**config.mk**
```make
export PLATFORM = sky130hd
export DESIGN_NAME = dca_matrix_mreg2store
export DESIGN_NICKNAME = d
export VERILOG_FILES = /design/src/rtl/dca_matrix_mreg2store.sv
export SDC_FILE = /design/constraint.sdc
export NUM_CORES = 1
export LEC_CHECK = 0
export BUFFER_PORTS_ARGS = -buffer_cell sky130_fd_sc_hd__buf_2
export CAP_MARGIN = 30
export CORE_AREA = 5 5 103 105
export DETAILED_ROUTE_END_ITERATION = 10
export DIE_AREA = 0 0 108 110
export GPL_TIMING_DRIVEN = 0
export PLACE_DENSITY = 0.55
export REMOVE_ABC_BUFFERS = 1
export SYNTH_ARGS = -nofsm -noshare
export SYNTH_HDL_FRONTEND = slang
export SYNTH_SLANG_ARGS = --single-unit
```
**constraint.sdc**
```tcl
create_clock -name clk -period 1.7 [get_ports clk]
set_input_delay 0.34 -clock clk [delete_from_list [all_inputs] [get_ports clk]]
set_output_delay 0.34 -clock clk [all_outputs]
set_load 0.03 [all_outputs]
```
**src/rtl/dca_matrix_mreg2store.sv**
```systemverilog
// Reads a resident matrix out of the mreg one row per cycle and streams it as tensor-row beats.
// Rows beyond the requested count are drained silently. Column masking: DCA_MATRIX_MREG2STORE_COL_MASK_EN.
module dca_matrix_mreg2store #(
    parameter int MATRIX_NUM_ROW   = 4,
    parameter int MATRIX_NUM_COL   = 4,
    parameter int BW_TENSOR_SCALAR = 32,
    parameter int BW_TENSOR_ROW    = MATRIX_NUM_COL * BW_TENSOR_SCALAR,
    parameter int BW_NUM_ROW       = $clog2(MATRIX_NUM_ROW + 1)
) (
    input  logic                     clk,
    input  logic                     rst,
    input  logic                     clear,
    input  logic                     enable,
    output logic                     busy,
    output logic                     storereg_wready,
    input  logic                     storereg_wrequest,
    input  logic [BW_NUM_ROW-1:0]    store_num_row,
`ifdef DCA_MATRIX_MREG2STORE_COL_MASK_EN
    input  logic [$clog2(MATRIX_NUM_COL+1)-1:0] store_num_col,
`endif
    output logic                     mreg_move_renable,
    input  logic [BW_TENSOR_ROW-1:0] mreg_move_rdata_list1d,
    output logic                     store_tensor_row_rvalid,
    output logic                     store_tensor_row_rlast,
    output logic [BW_TENSOR_ROW-1:0] store_tensor_row_rdata,
    input  logic                     store_tensor_row_rready,
    output logic                     store_done
);

    localparam logic [BW_NUM_ROW-1:0] MAX_ROW  = BW_NUM_ROW'(MATRIX_NUM_ROW);
    localparam logic [BW_NUM_ROW-1:0] LAST_ROW = BW_NUM_ROW'(MATRIX_NUM_ROW - 1);

    typedef enum logic [1:0] {IDLE, SEND, DRAIN} state_t;

    state_t                  state_q;
    logic [BW_NUM_ROW-1:0]   row_cnt_q;
    logic [BW_NUM_ROW-1:0]   num_q;
    logic [BW_NUM_ROW-1:0]   num_row_d;
    logic                    in_send;
    logic                    in_drain;
    logic                    hs;
    logic                    is_last;
    logic                    at_end;
    logic [BW_TENSOR_ROW-1:0] row_masked;

    assign num_row_d = (store_num_row > MAX_ROW) ? MAX_ROW : store_num_row;

    assign in_send  = (state_q == SEND);
    assign in_drain = (state_q == DRAIN);
    assign hs       = in_send & enable & store_tensor_row_rready;
    assign is_last  = in_send && (row_cnt_q == BW_NUM_ROW'(num_q - 1'b1));
    assign at_end   = (row_cnt_q == LAST_ROW);

    assign busy                    = (state_q != IDLE);
    assign storereg_wready         = (state_q == IDLE);
    assign store_tensor_row_rvalid = in_send & enable;
    assign store_tensor_row_rlast  = is_last;
    assign store_tensor_row_rdata  = in_send ? row_masked : '0;
    assign mreg_move_renable       = hs | (in_drain & enable);
    // The final mreg shift, whether it carried a beat or was a silent drain, completes the matrix.
    assign store_done              = (hs & is_last & at_end) | (in_drain & enable & at_end);

`ifdef DCA_MATRIX_MREG2STORE_COL_MASK_EN
    localparam int BW_NUM_COL = $clog2(MATRIX_NUM_COL + 1);
    localparam logic [BW_NUM_COL-1:0] MAX_COL = BW_NUM_COL'(MATRIX_NUM_COL);

    logic [BW_NUM_COL-1:0] num_col_q;

    always_ff @(posedge clk) begin
        if (rst || clear) begin
            num_col_q <= '0;
        end else if (enable && state_q == IDLE && storereg_wrequest) begin
            num_col_q <= (store_num_col > MAX_COL) ? MAX_COL : store_num_col;
        end
    end

    always_comb begin
        row_masked = mreg_move_rdata_list1d;
        for (int c = 0; c < MATRIX_NUM_COL; c++) begin
            if (c >= int'(num_col_q)) begin
                row_masked[c*BW_TENSOR_SCALAR +: BW_TENSOR_SCALAR] = '0;
            end
        end
    end
`else
    assign row_masked = mreg_move_rdata_list1d;
`endif

    // A zero row count still goes through DRAIN so the mreg always sees a full matrix of shifts.
    always_ff @(posedge clk) begin
        if (rst || clear) begin
            state_q   <= IDLE;
            row_cnt_q <= '0;
            num_q     <= '0;
        end else if (enable) begin
            case (state_q)
                IDLE: begin
                    if (storereg_wrequest) begin
                        num_q     <= num_row_d;
                        row_cnt_q <= '0;
                        state_q   <= (num_row_d != '0) ? SEND : DRAIN;
                    end
                end
                SEND: begin
                    if (hs) begin
                        if (!is_last) begin
                            row_cnt_q <= row_cnt_q + 1'b1;
                        end else if (at_end) begin
                            row_cnt_q <= '0;
                            state_q   <= IDLE;
                        end else begin
                            row_cnt_q <= row_cnt_q + 1'b1;
                            state_q   <= DRAIN;
                        end
                    end
                end
                DRAIN: begin
                    if (at_end) begin
                        row_cnt_q <= '0;
                        state_q   <= IDLE;
                    end else begin
                        row_cnt_q <= row_cnt_q + 1'b1;
                    end
                end
                default: state_q <= IDLE;
            endcase
        end
    end

endmodule

```
# After elaboration in Yosys (flattened, before gate mapping)
# Cells that the tools add are included.
# W data, S select, Z words.
# classes
reduce_logical	9
order_cmp	1
mux	14
n_eq_ne	8
add_sub_neg	2
bitwise_logic	8
# ops
op	count
$mux W128	1
$mux W3	5
$mux W2	6
$pmux W3 S3	1
$ne A2 B1 Y1 const B	4
$and A1 B1 Y1	6
$pmux W2 S3	1
$reduce_bool A3 Y1	2
$reduce_and A5 Y1	1
$reduce_and A4 Y1	1
$add A3 B1 Y3 const B	1
$eq A3 B2 Y1 const B	1
$eq A3 B3 Y1	1
$gt A3 B3 Y1 const B	1
$reduce_and A3 Y1	1
$sub A3 B1 Y3 const B	1
$eq A2 B1 Y1 const B	1
$eq A2 B2 Y1 const B	1
$logic_not A2 Y1	1
$or A1 B1 Y1	2
$reduce_bool A2 Y1	1
$logic_and A1 B1 Y1	1
$logic_or A1 B1 Y1	1
# word_totals
in_bits	137
out_inout_bits	134
reg_bits	8
word_cells	45

# Logic depth before layout (Yosys ltp)
# Gate-level depths: netlist (run 1).
# logic_depth
word_depth	6
ltp_mapped	7

# Least setup slack after synthesis (run 1)
# OpenSTA, ideal clock, no wires.
# synth_timing
path_kind	reg-to-output
start	register state_q[1]
end	output port store_done
required_ns	1.360
path_slack_ns	-0.722
path_buffers	0
t_arrival_ns	2.082
path_stages_with_launch	6
path_cell_list	dfxtp_1 -> inv_1 -> ha_1 -> a21oi_1 -> nor2b_1 -> nor3b_1
# synth_via
elab_chain_cells	6
# synth_rtl
item	line_no	text
from (decl)	35	state_t state_q;
from (signal assigned)	101	state_q <= (num_row_d != '0) ? SEND : DRAIN;
$eq A2 B1 Y1	48	assign in_send = (state_q == SEND);
$and A1 B1 Y1 (2 in a row)	50	assign hs = in_send & enable & store_tensor_row_rready;
$and A1 B1 Y1 (2 in a row)	61	assign store_done = (hs & is_last & at_end) | (in_drain & enable & at_end);
$or A1 B1 Y1 (*)	61	
to (decl)	27	output logic store_done
# Mark *: on every way between the ends. The rest lies on a longest branch, timed or not.

# Worst setup path after layout (run 1)
# layout_timing
start	register num_q[0]
end	output port store_done
# layout_via
elab_chain_cells	6
# layout_rtl
item	line_no	text
from (decl)	37	logic [BW_NUM_ROW-1:0] num_q;
from (signal assigned)	99	num_q <= num_row_d;
$sub A3 B1 Y3	51	assign is_last = in_send && (row_cnt_q == BW_NUM_ROW'(num_q - 1'b1));
$eq A3 B3 Y1	51	
$logic_and A1 B1 Y1	51	
$and A1 B1 Y1 (2 in a row)	61	
$or A1 B1 Y1	61	
# No other way between the ends.

==> impl_metrics.env, run 1 <==
export IMPL_status="finished with violations"
export IMPL_violations="negative setup slack"
export IMPL_required_ns=1.36
export IMPL_grt_usage_pct=19.4
export IMPL_power_total_uw=1410
export IMPL_vias_per_cell=4.31
export IMPL_syn_inst=210
export IMPL_fin_cells=639
export IMPL_nFillCells=931
export IMPL_syn_to_final_growth_pct=235
export IMPL_die_height_um=110
export IMPL_hp_class="input port to flop"
export IMPL_p_sw_uw=552
export IMPL_overflow=0
export IMPL_worstSkewPairLatency_ns=0.24
export IMPL_clkTransAtPathRegs_ns=0.05
export IMPL_drv_slew=0
export IMPL_fin_ws_ns=-0.312
export IMPL_endpoint_kind="output pin"
export IMPL_placed_area_um2=2940
export IMPL_drc=0
export IMPL_rsz0062_at_grt="true"
export IMPL_cap_viol_max_count=0
export IMPL_critPathArrivalTime_ns=1.67
export IMPL_setup_viol=131
export IMPL_ys_seq_area_share_pct=10.9
export IMPL_cts_buffers=3
export IMPL_path_class="flop to output pin"
export IMPL_dp_slack_ns=-0.618
export IMPL_ys_types=32
export IMPL_n_antenna_cell=0
export IMPL_start_util_pct=15.3
export IMPL_crit_fanout=2
export IMPL_clockPowerShare_pct=17.4
export IMPL_skew_ns=0.00675
export IMPL_intPower_uw=861
export IMPL_first_pass_iters=4
export IMPL_vias=2756
export IMPL_yosysWarnings=0
export IMPL_p_comb_share_pct=68.7
export IMPL_dieArea_um2=11900
export IMPL_cp_start_kind="flop"
export IMPL_p_leak_uw=0.00251
export IMPL_design_area_um2=4900
export IMPL_drt_initial_drc_count=69
export IMPL_ctsLongestPathBuffers=2
export IMPL_wire_per_inst_um=22.8
export IMPL_io_pin_count=271
export IMPL_die_x_um=108
export IMPL_peakVddDrop_mv=0.376
export IMPL_fmax_ghz=0.497
export IMPL_p_sw_share_pct=39.1
export IMPL_fin_crit_sh_pct=118
export IMPL_holdBufCountCts=0
export IMPL_gp_congestion=0.831
export IMPL_max_slew_margin_pct=68.0
export IMPL_clock_sinks=8
export IMPL_ant_nets=0
export IMPL_pwr_share_seq_pct=13.9
export IMPL_io_buffers=270
export IMPL_place_inst=598
export IMPL_cts_root_buf="clkbuf_8"
export IMPL_nets=651
export IMPL_worstMarginPinSlew_ns=0.477
export IMPL_period_needed_ns=2.01
export IMPL_final_hold_viol_count=0
export IMPL_synth_seq_cells=8
export IMPL_grt_pass1_wl_um=17100
export IMPL_netlist_area_um2=1460
export IMPL_core_area_um2=9550
export IMPL_rows=36
export IMPL_h_tree_depth=1
export IMPL_antenna_found_initial=3
export IMPL_finalSetupTns_ns=-13.26
export IMPL_wl_um=14600
export IMPL_drive_gt1_share_pct=90.3
export IMPL_grt_max_degree=35
export IMPL_avgSynthCellArea_um2=6.97
export IMPL_hpwl_um=8710
export IMPL_pwr_density_cell_nw_per_um2=288
export IMPL_grt_pass1_vias=2669
export IMPL_cts_tree="built"
[worst max-delay path, cell delays in order, from the launching register on]
cell     delay [ns]
dfxtp_2        0.33
inv_2          0.04
ha_4           0.25
xnor2_4        0.15
nor3_4         0.25
a21oi_2        0.06
nor3b_2        0.17
buf_4          0.18
[power by group through the flow]
stage	sequential, µW	clock [µW]	combinational, µW
2_1_floorplan	197	0	300
3_3_place_gp	198	0	563
3_5_place_dp	199	0	564
4_1_cts	196	246	793
5_1_grt	196	253	1020
6_report	196	246	971
[routing by layer]
layer	wire length [µm]	vias to the layer above	track usage, %
met1	6030	1311	25.3
li1	-	1264	-
met4	198	6	2.07
met5	34	-	0
met3	1500	21	6.87
met2	6840	154	32.1
[flip-flops by register name (all words and copies together), names as in the netlist]
name	flops
state_q	2
num_q	3
row_cnt_q	3
[placed cells by master (no fill, tap or decap), types with 3 or more instances in the layout]
cell | synthesis | routed
buf_12 | 0 | 9
buf_6 | 0 | 127
buf_16 | 0 | 3
a21oi_1 | 5 | 4
dfxtp_1 | 8 | 3
nand3_1 | 3 | 3
nor2_1 | 5 | 5
buf_4 | 0 | 9
and2_1 | 130 | 9
and2_4 | 0 | 122
buf_2 | 0 | 138
inv_2 | 0 | 3
clkbuf_8 | 0 | 3
dfxtp_2 | 0 | 5
nor3b_1 | 4 | 3
clkbuf_16 | 0 | 11
buf_8 | 0 | 11
[stage by stage]
step | hold slack (ns) | util, %
CTS | 0.399 | 42.6
floorplan | 0.457 | -
global route | 0.463 | 51.3
finish | 0.404 | 51.3
global placement | 0.486 | 30.6
detailed placement | 0.506 | 30.8
[cell type report]
class / count / area (µm²) / share of cell area (%)
sequential: 8 / 166 / 3.40
multi-input combinational: 182 / 1610 / 32.9
tap: 133 / 166 / 3.40
inverter: 5 / 18.8 / 0.383
clock buffer: 3 / 41.3 / 0.843
timing repair buffer: 308 / 2890 / 59.0
[cells in the mapped netlist]
cell type    n  area (µm²)
and2_1     130         813
clkbuf_1    15        56.3
dfxtp_1      8         160
ha_1         6        75.1
a21oi_1      5        25.0
inv_1        5        18.8
nor2_1       5        18.8
nor3b_1      4        30.0
nand2_1      3        11.3
nand3_1      3        15.0
mux2i_1      2        20.0
o21ai_0      2        10.0
or2b_1       2        15.0
xnor2_1      2        17.5
a41o_1       1        10.0
and2_2       1        7.51
and3_2       1        7.51
and4b_1      1        10.0
nand2b_1     1        6.26
nand3_2      1        10.0
nand4_1      1        6.26
nand4b_1     1        8.76
nor2b_1      1        6.26
nor3_1       1        5.00
o211ai_1     1        7.51
o311ai_0     1        8.76
o31ai_4      1        21.3
o41ai_1      1        8.76
o41ai_2      1        16.3
or2_2        1        6.26
or4_1        1        7.51
xor3_1       1        23.8
[timing repair]
item,in CTS,in global routing
cloned,5,13
gates resized for setup,258,181
setup endpoints to repair,137,137
buffers inserted,16,12
pin swaps,7,9
[cell families (layout without fill, tap and decap cells)]
kind of cell	after synthesis	after routing	share of synthesized area, %
flip-flops	8	8	10.9
AO/OA/AOI/OAI	13	13	7.35
XOR/XNOR	3	3	2.82
AND/OR/NAND/NOR	158	158	67.3
multiplexers	2	2	1.37
adder cells (fa/ha/maj)	6	6	5.13
buffers and inverters	20	316	5.13
[final timing paths]
| path | from | to | slack (ns) | cells past startpoint |
|---|---|---|---|---|
| hold / removal | store_num_row[2] | num_q[2] | 0.40 | 3 |
| setup / recovery | num_q[0] | store_done | -0.31 | 7 |
| setup reg to reg | state_q[1] | row_cnt_q[0] | 0.01 | 8 |
| hold reg to reg | num_q[1] | num_q[1] | 0.50 | 2 |
Note: power is estimated with default switching activity, not from simulation.
==> run 2: changes to the inputs <==
--- a/config.mk
+++ b/config.mk
@@ -5,7 +5,7 @@
 export SDC_FILE = /design/constraint.sdc
 export NUM_CORES = 1
 export LEC_CHECK = 0
-export BUFFER_PORTS_ARGS = -buffer_cell sky130_fd_sc_hd__buf_2
+export BUFFER_PORTS_ARGS = -buffer_cell sky130_fd_sc_hd__buf_4
 export CAP_MARGIN = 30
 export CORE_AREA = 5 5 103 105
 export DETAILED_ROUTE_END_ITERATION = 10
==> run 2 against run 1 <==
The flow still finishes with violations (negative setup slack). Worst hold slack got worse by 0.019 ns. Clock power decreased by 3%. Die area unchanged. Largest power group unchanged. First-iteration DRC count down 29%. Utilization up 2.7 points. Critical path type unchanged. Sequential share of layout area decreased by 0.12 points. Design area increased by 5.3%. Combinational power grew 5%. Critical path depth stayed put.
==> impl_metrics.env, run 2 (synthesis results as in run 1) <==
export IMPL_crit_fanout=2
export IMPL_wire_per_inst_um=21.4
export IMPL_fmax_ghz=0.500
export IMPL_dieArea_um2=11900
export IMPL_final_util_pct=54.0
export IMPL_reg_largest_list="num_q (3), row_cnt_q (3), state_q (2)"
export IMPL_nets=649
export IMPL_peakVddDrop_mv=0.374
export IMPL_critPathTopFamily="simple AND/OR/NAND/NOR gates"
export IMPL_grt_max_degree=38
export IMPL_h_tree_depth=1
export IMPL_skew_ns=0.00221
export IMPL_worstMarginPinSlew_ns=0.470
export IMPL_fin_ws_ns=-0.299
export IMPL_p_comb_share_pct=70.1
export IMPL_vias_per_cell=4.19
export IMPL_cts_root_buf="clkbuf_8"
export IMPL_core_area_um2=9550
export IMPL_syn_to_final_growth_pct=252
export IMPL_cts_buffers=3
export IMPL_ant_nets=0
export IMPL_nFillCells=951
export IMPL_antenna_found_initial=3
export IMPL_wl_um=13600
export IMPL_rsz0062_at_grt="true"
export IMPL_worstSkewPairLatency_ns=0.23
export IMPL_io_buffers=270
export IMPL_final_cell_mix="149 x buf_4, 127 x buf_6, 123 x and2_4"
export IMPL_clkTransAtPathRegs_ns=0.04
export IMPL_p_sw_uw=524
export IMPL_drv_slew=0
export IMPL_critPathArrivalTime_ns=1.66
export IMPL_gp_congestion=0.788
export IMPL_final_common_cell="buf_4"
export IMPL_slowest_delay_ns=0.32
export IMPL_crit_buf_inv=2
export IMPL_n_antenna_cell=0
export IMPL_dp_slack_ns=-0.382
export IMPL_die_x_um=108
export IMPL_die_height_um=110
export IMPL_endpoint_kind="output pin"
export IMPL_grt_usage_pct=17.1
export IMPL_p_leak_uw=0.00260
export IMPL_period_needed_ns=2.00
export IMPL_seqCellArea_um2=169
export IMPL_status="finished with violations"
export IMPL_holdWs_ns=0.385
export IMPL_p_sw_share_pct=36.1
export IMPL_pwr_density_cell_nw_per_um2=281
export IMPL_multiInputGateArea_um2=1630
export IMPL_overflow=0
export IMPL_rows=36
export IMPL_io_pin_count=271
export IMPL_pwr_share_seq_pct=13.5
export IMPL_path_cells="inv_2, ha_4, xnor2_4, nor3_4, a21oi_2, nor3b_2, buf_4"
export IMPL_drive_gt1_share_pct=90.7
export IMPL_drt_initial_drc_count=49
export IMPL_start_util_pct=15.3
export IMPL_max_slew_margin_pct=68.5
export IMPL_violations="negative setup slack"
export IMPL_cts_tree="built"
export IMPL_clock_sinks=8
export IMPL_vias=2670
export IMPL_cp_start_kind="flop"
export IMPL_hp_class="input port to flop"
export IMPL_first_pass_iters=4
export IMPL_drc=0
export IMPL_ctsLongestPathBuffers=2
export IMPL_grt_pass1_vias=2398
export IMPL_required_ns=1.36
export IMPL_cap_viol_max_count=0
export IMPL_fin_crit_sh_pct=118
export IMPL_grt_pass1_wl_um=15300
export IMPL_cp_slowest_cell="dfxtp_2"
export IMPL_final_hold_viol_count=0
export IMPL_clockPowerShare_pct=16.4
export IMPL_path_class="flop to output pin"
export IMPL_hpwl_um=9240
export IMPL_intPower_uw=926
export IMPL_setup_viol=124
run 2: cell types whose count changed in the layout (fill, tap and decap cells not counted), moves of 2 or more:
cell       before  now
buf_8          11   15
o21ai_0         2    0
buf_2         138    0
buf_16          3    1
a21oi_2         1    3
clkbuf_16      11    9
buf_12          9    5
ha_2            2    0
o21ai_1         0    2
buf_4           9  149
a21oi_1         4    2
run 2: power groups by stage:
stage	combinational, µW	clock, µW	sequential, µW
floorplan	300	0	197
global placement	702	0	198
detailed placement	709	0	199
CTS	756	238	196
global route	1070	252	196
finish	1020	238	196
run 2: what timing repair did:
action                                  CTS  global route
hold endpoints to repair                  0             0
gates resized for setup                  19           290
endpoints found under the setup margin  137           137
pin swaps                                 4            10
hold buffers                              0             0
buffers inserted                         11             8
gates cloned                              1            16
run 2: worst register-to-register path: stages, from the launching register on:
cell and delay (ns):
dfxtp_4 0.36, inv_4 0.07, ha_4 0.23, buf_12 0.17
buf_8 0.14, buf_4 0.12, o21ai_1 0.09, and2_4 0.18
o41ai_2 0.25
run 2: layout make-up:
cell class | instances | share of cell area, %
Timing Repair Buffer | 306 | 60.7
Sequential cell | 8 | 3.28
Tap cell | 133 | 3.23
Inverter | 5 | 0.413
Multi-Input combinational cell | 182 | 31.6
Clock buffer | 3 | 0.801
run 2: metal layers:
metal | GRT usage [%] | wire length [µm] | vias to the layer above
met5 | 0 | 27 | -
met4 | 1.08 | 69 | 6
met3 | 10.2 | 1670 | 12
met2 | 28.0 | 6660 | 133
li1 | - | - | 1250
met1 | 20.1 | 5180 | 1269
run 2: path summary, 6_finish.rpt:
check | start | end | slack [ns] | cells after the start
max | num_q[1] | store_done | -0.30 | 7
min | store_num_row[2] | num_q[2] | 0.39 | 3
max reg2reg | state_q[1] | row_cnt_q[0] | 0 | 8
min reg2reg | num_q[1] | num_q[1] | 0.48 | 2
run 2: stage by stage:
step / TNS [ns] / cells / power, µW / area, µm²
2_1_floorplan: -141.64 / 195 / 497 / 1410
3_3_place_gp: -284.76 / 598 / 900 / 3600
3_5_place_dp: -18.11 / 599 / 908 / 3630
4_1_cts: -19.67 / 614 / 1190 / 3880
5_1_grt: -18.65 / 637 / 1520 / 5150
6_report: -13.03 / 637 / 1450 / 5150
==> run 3: changes to the inputs <==
--- a/config.mk
+++ b/config.mk
@@ -12,6 +12,7 @@
 export DIE_AREA = 0 0 108 110
 export GPL_TIMING_DRIVEN = 0
 export PLACE_DENSITY = 0.55
+export RECOVER_POWER = 25
 export REMOVE_ABC_BUFFERS = 1
 export SYNTH_ARGS = -nofsm -noshare
 export SYNTH_HDL_FRONTEND = slang
==> run 3 against run 2 <==
Clock-buffer cell count stayed put. The flow still finishes with violations (negative setup slack). Clock skew stayed put. Non-clock buffer count stayed put. Register-to-register slack worse by 0.04 ns. Critical endpoint unchanged. Sequential share of layout area hardly changed. Critical path type unchanged.
==> impl_metrics.env, run 3 (synthesis results as in run 1) <==
export IMPL_grt_pass1_wl_um=15300
export IMPL_dp_slack_ns=-0.382
export IMPL_nets=649
export IMPL_syn_to_final_growth_pct=252
export IMPL_n_antenna_cell=0
export IMPL_io_pin_count=271
export IMPL_final_cell_mix="149 x buf_4, 127 x buf_6, 123 x and2_4"
export IMPL_holdPathStages=3
export IMPL_grt_pass1_vias=2398
export IMPL_rsz0062_at_grt="true"
export IMPL_slowest_delay_ns=0.32
export IMPL_cts_root_buf="clkbuf_8"
export IMPL_holdBufCountCts=0
export IMPL_vias_per_cell=4.19
export IMPL_drc=0
export IMPL_worstMarginPinSlew_ns=0.470
export IMPL_hpwl_um=9240
export IMPL_skew_ns=0.00221
export IMPL_worstRegToRegCells=7
export IMPL_drt_initial_drc_count=49
export IMPL_first_pass_iters=4
export IMPL_p_sw_uw=524
export IMPL_setup_viol=125
export IMPL_clockPowerShare_pct=16.4
export IMPL_cap_viol_max_count=0
export IMPL_h_tree_depth=1
export IMPL_fin_ws_ns=-0.299
export IMPL_path_class="flop to output pin"
export IMPL_worstSkewPairLatency_ns=0.23
export IMPL_worstHoldStart="store_num_row[2]"
export IMPL_p_sw_share_pct=36.1
export IMPL_critPathTopFamily="simple AND/OR/NAND/NOR gates"
export IMPL_antenna_found_initial=3
export IMPL_ctsLongestPathBuffers=2
export IMPL_peakVddDrop_mv=0.374
export IMPL_start_util_pct=15.3
export IMPL_die_x_um=108
export IMPL_holdWs_ns=0.385
export IMPL_r2r_start="state_q[0]"
export IMPL_fmax_ghz=0.500
export IMPL_fin_crit_sh_pct=118
export IMPL_drv_slew=0
export IMPL_grt_max_degree=38
export IMPL_grt_usage_pct=17.1
export IMPL_vias=2670
export IMPL_cts_buffers=3
export IMPL_intPower_uw=926
export IMPL_min_to="num_q[2]"
export IMPL_clock_sinks=8
export IMPL_wire_per_inst_um=21.4
export IMPL_p_comb_share_pct=70.1
export IMPL_rrSetupSlack_ns=-0.04
export IMPL_period_needed_ns=2.00
export IMPL_critPathArrivalTime_ns=1.66
export IMPL_cts_tree="built"
export IMPL_pwr_share_seq_pct=13.5
export IMPL_reg2reg_to="row_cnt_q[0]"
export IMPL_cp_slowest_cell="dfxtp_2"
export IMPL_path_cells="inv_2, ha_4, xnor2_4, nor3_4, a21oi_2, nor3b_2, buf_4"
export IMPL_drive_gt1_share_pct=90.5
export IMPL_crit_buf_inv=2
export IMPL_gp_congestion=0.788
export IMPL_final_hold_viol_count=0
export IMPL_pwr_density_cell_nw_per_um2=281
export IMPL_max_slew_margin_pct=68.5
export IMPL_crit_fanout=2
export IMPL_hp_class="input port to flop"
export IMPL_endpoint_kind="output pin"
export IMPL_overflow=0
export IMPL_required_ns=1.36
export IMPL_wl_um=13600
export IMPL_cp_start_kind="flop"
export IMPL_rows=36
export IMPL_p_leak_uw=0.00259
export IMPL_reg_largest_list="num_q (3), row_cnt_q (3), state_q (2)"
export IMPL_final_common_cell="buf_4"
export IMPL_dieArea_um2=11900
export IMPL_io_buffers=270
export IMPL_die_height_um=110
export IMPL_core_area_um2=9550
export IMPL_status="finished with violations"
export IMPL_violations="negative setup slack"
export IMPL_ant_nets=0
export IMPL_clkTransAtPathRegs_ns=0.04
[run 3: cell types whose count changed in the layout (fill, tap and decap cells not counted)]
cell | previous run | this run
dfxtp_1 | 3 | 4
dfxtp_2 | 4 | 3
[run 3: per-stage QoR]
stage	instance area [µm²]	std cells	TNS, ns	utilization (%)	total power [µW]
after detailed placement	3630	599	-18.11	38.1	908
after global routing	5150	637	-23.52	54.0	1520
after CTS	3880	614	-19.67	40.6	1190
final	5150	637	-17.63	54.0	1450
after global placement	3600	598	-284.76	37.7	900
after floorplan	1410	195	-141.64	-	497
[run 3: layer usage]
layer  vias to the layer above  routed length [µm]  track usage [%]
met2                       133                6660             28.0
met3                        12                1670             10.2
met4                         6                  69             1.08
met5                         -                  27                0
li1                       1250                   -                -
met1                      1269                5180             20.1
[run 3: layout make-up]
class	count	area, µm²
clock buffer	3	41.3
tap	133	166
inverter	5	21.3
timing repair buffer	306	3130
sequential	8	168
multi-input combinational	182	1630
fill	952	4400
[run 3: worst max path at each step]
stage | start | endpoint | slack [ns] | cells after the start
floorplan | state_q[1] | store_done | -2.05 | 5
global placement | state_q[1] | store_done | -2.34 | 6
detailed placement | num_q[0] | store_done | -0.38 | 7
CTS | num_q[2] | store_done | -0.36 | 5
global route | num_q[1] | store_done | -0.37 | 7
finish | num_q[1] | store_done | -0.30 | 7
[run 3: repair_timing]
| action | CTS | global route |
|---|---|---|
| setup buffers | 11 | 8 |
| cloned | 1 | 16 |
| pin swaps | 4 | 10 |
| resized for setup | 19 | 290 |
| setup endpoints to repair | 137 | 137 |
[run 3: worst min-delay path: stages]
cell and delay, ns:
buf_4 0.10, mux2i_1 0.06, nor2_1 0.07
[run 3: power by group through the flow]
stage | clock network (µW) | logic (µW) | registers [µW]
finish | 238 | 1020 | 196
global route | 252 | 1070 | 196
CTS | 238 | 756 | 196
detailed placement | 0 | 709 | 199
global placement | 0 | 702 | 198
floorplan | 0 | 300 | 197
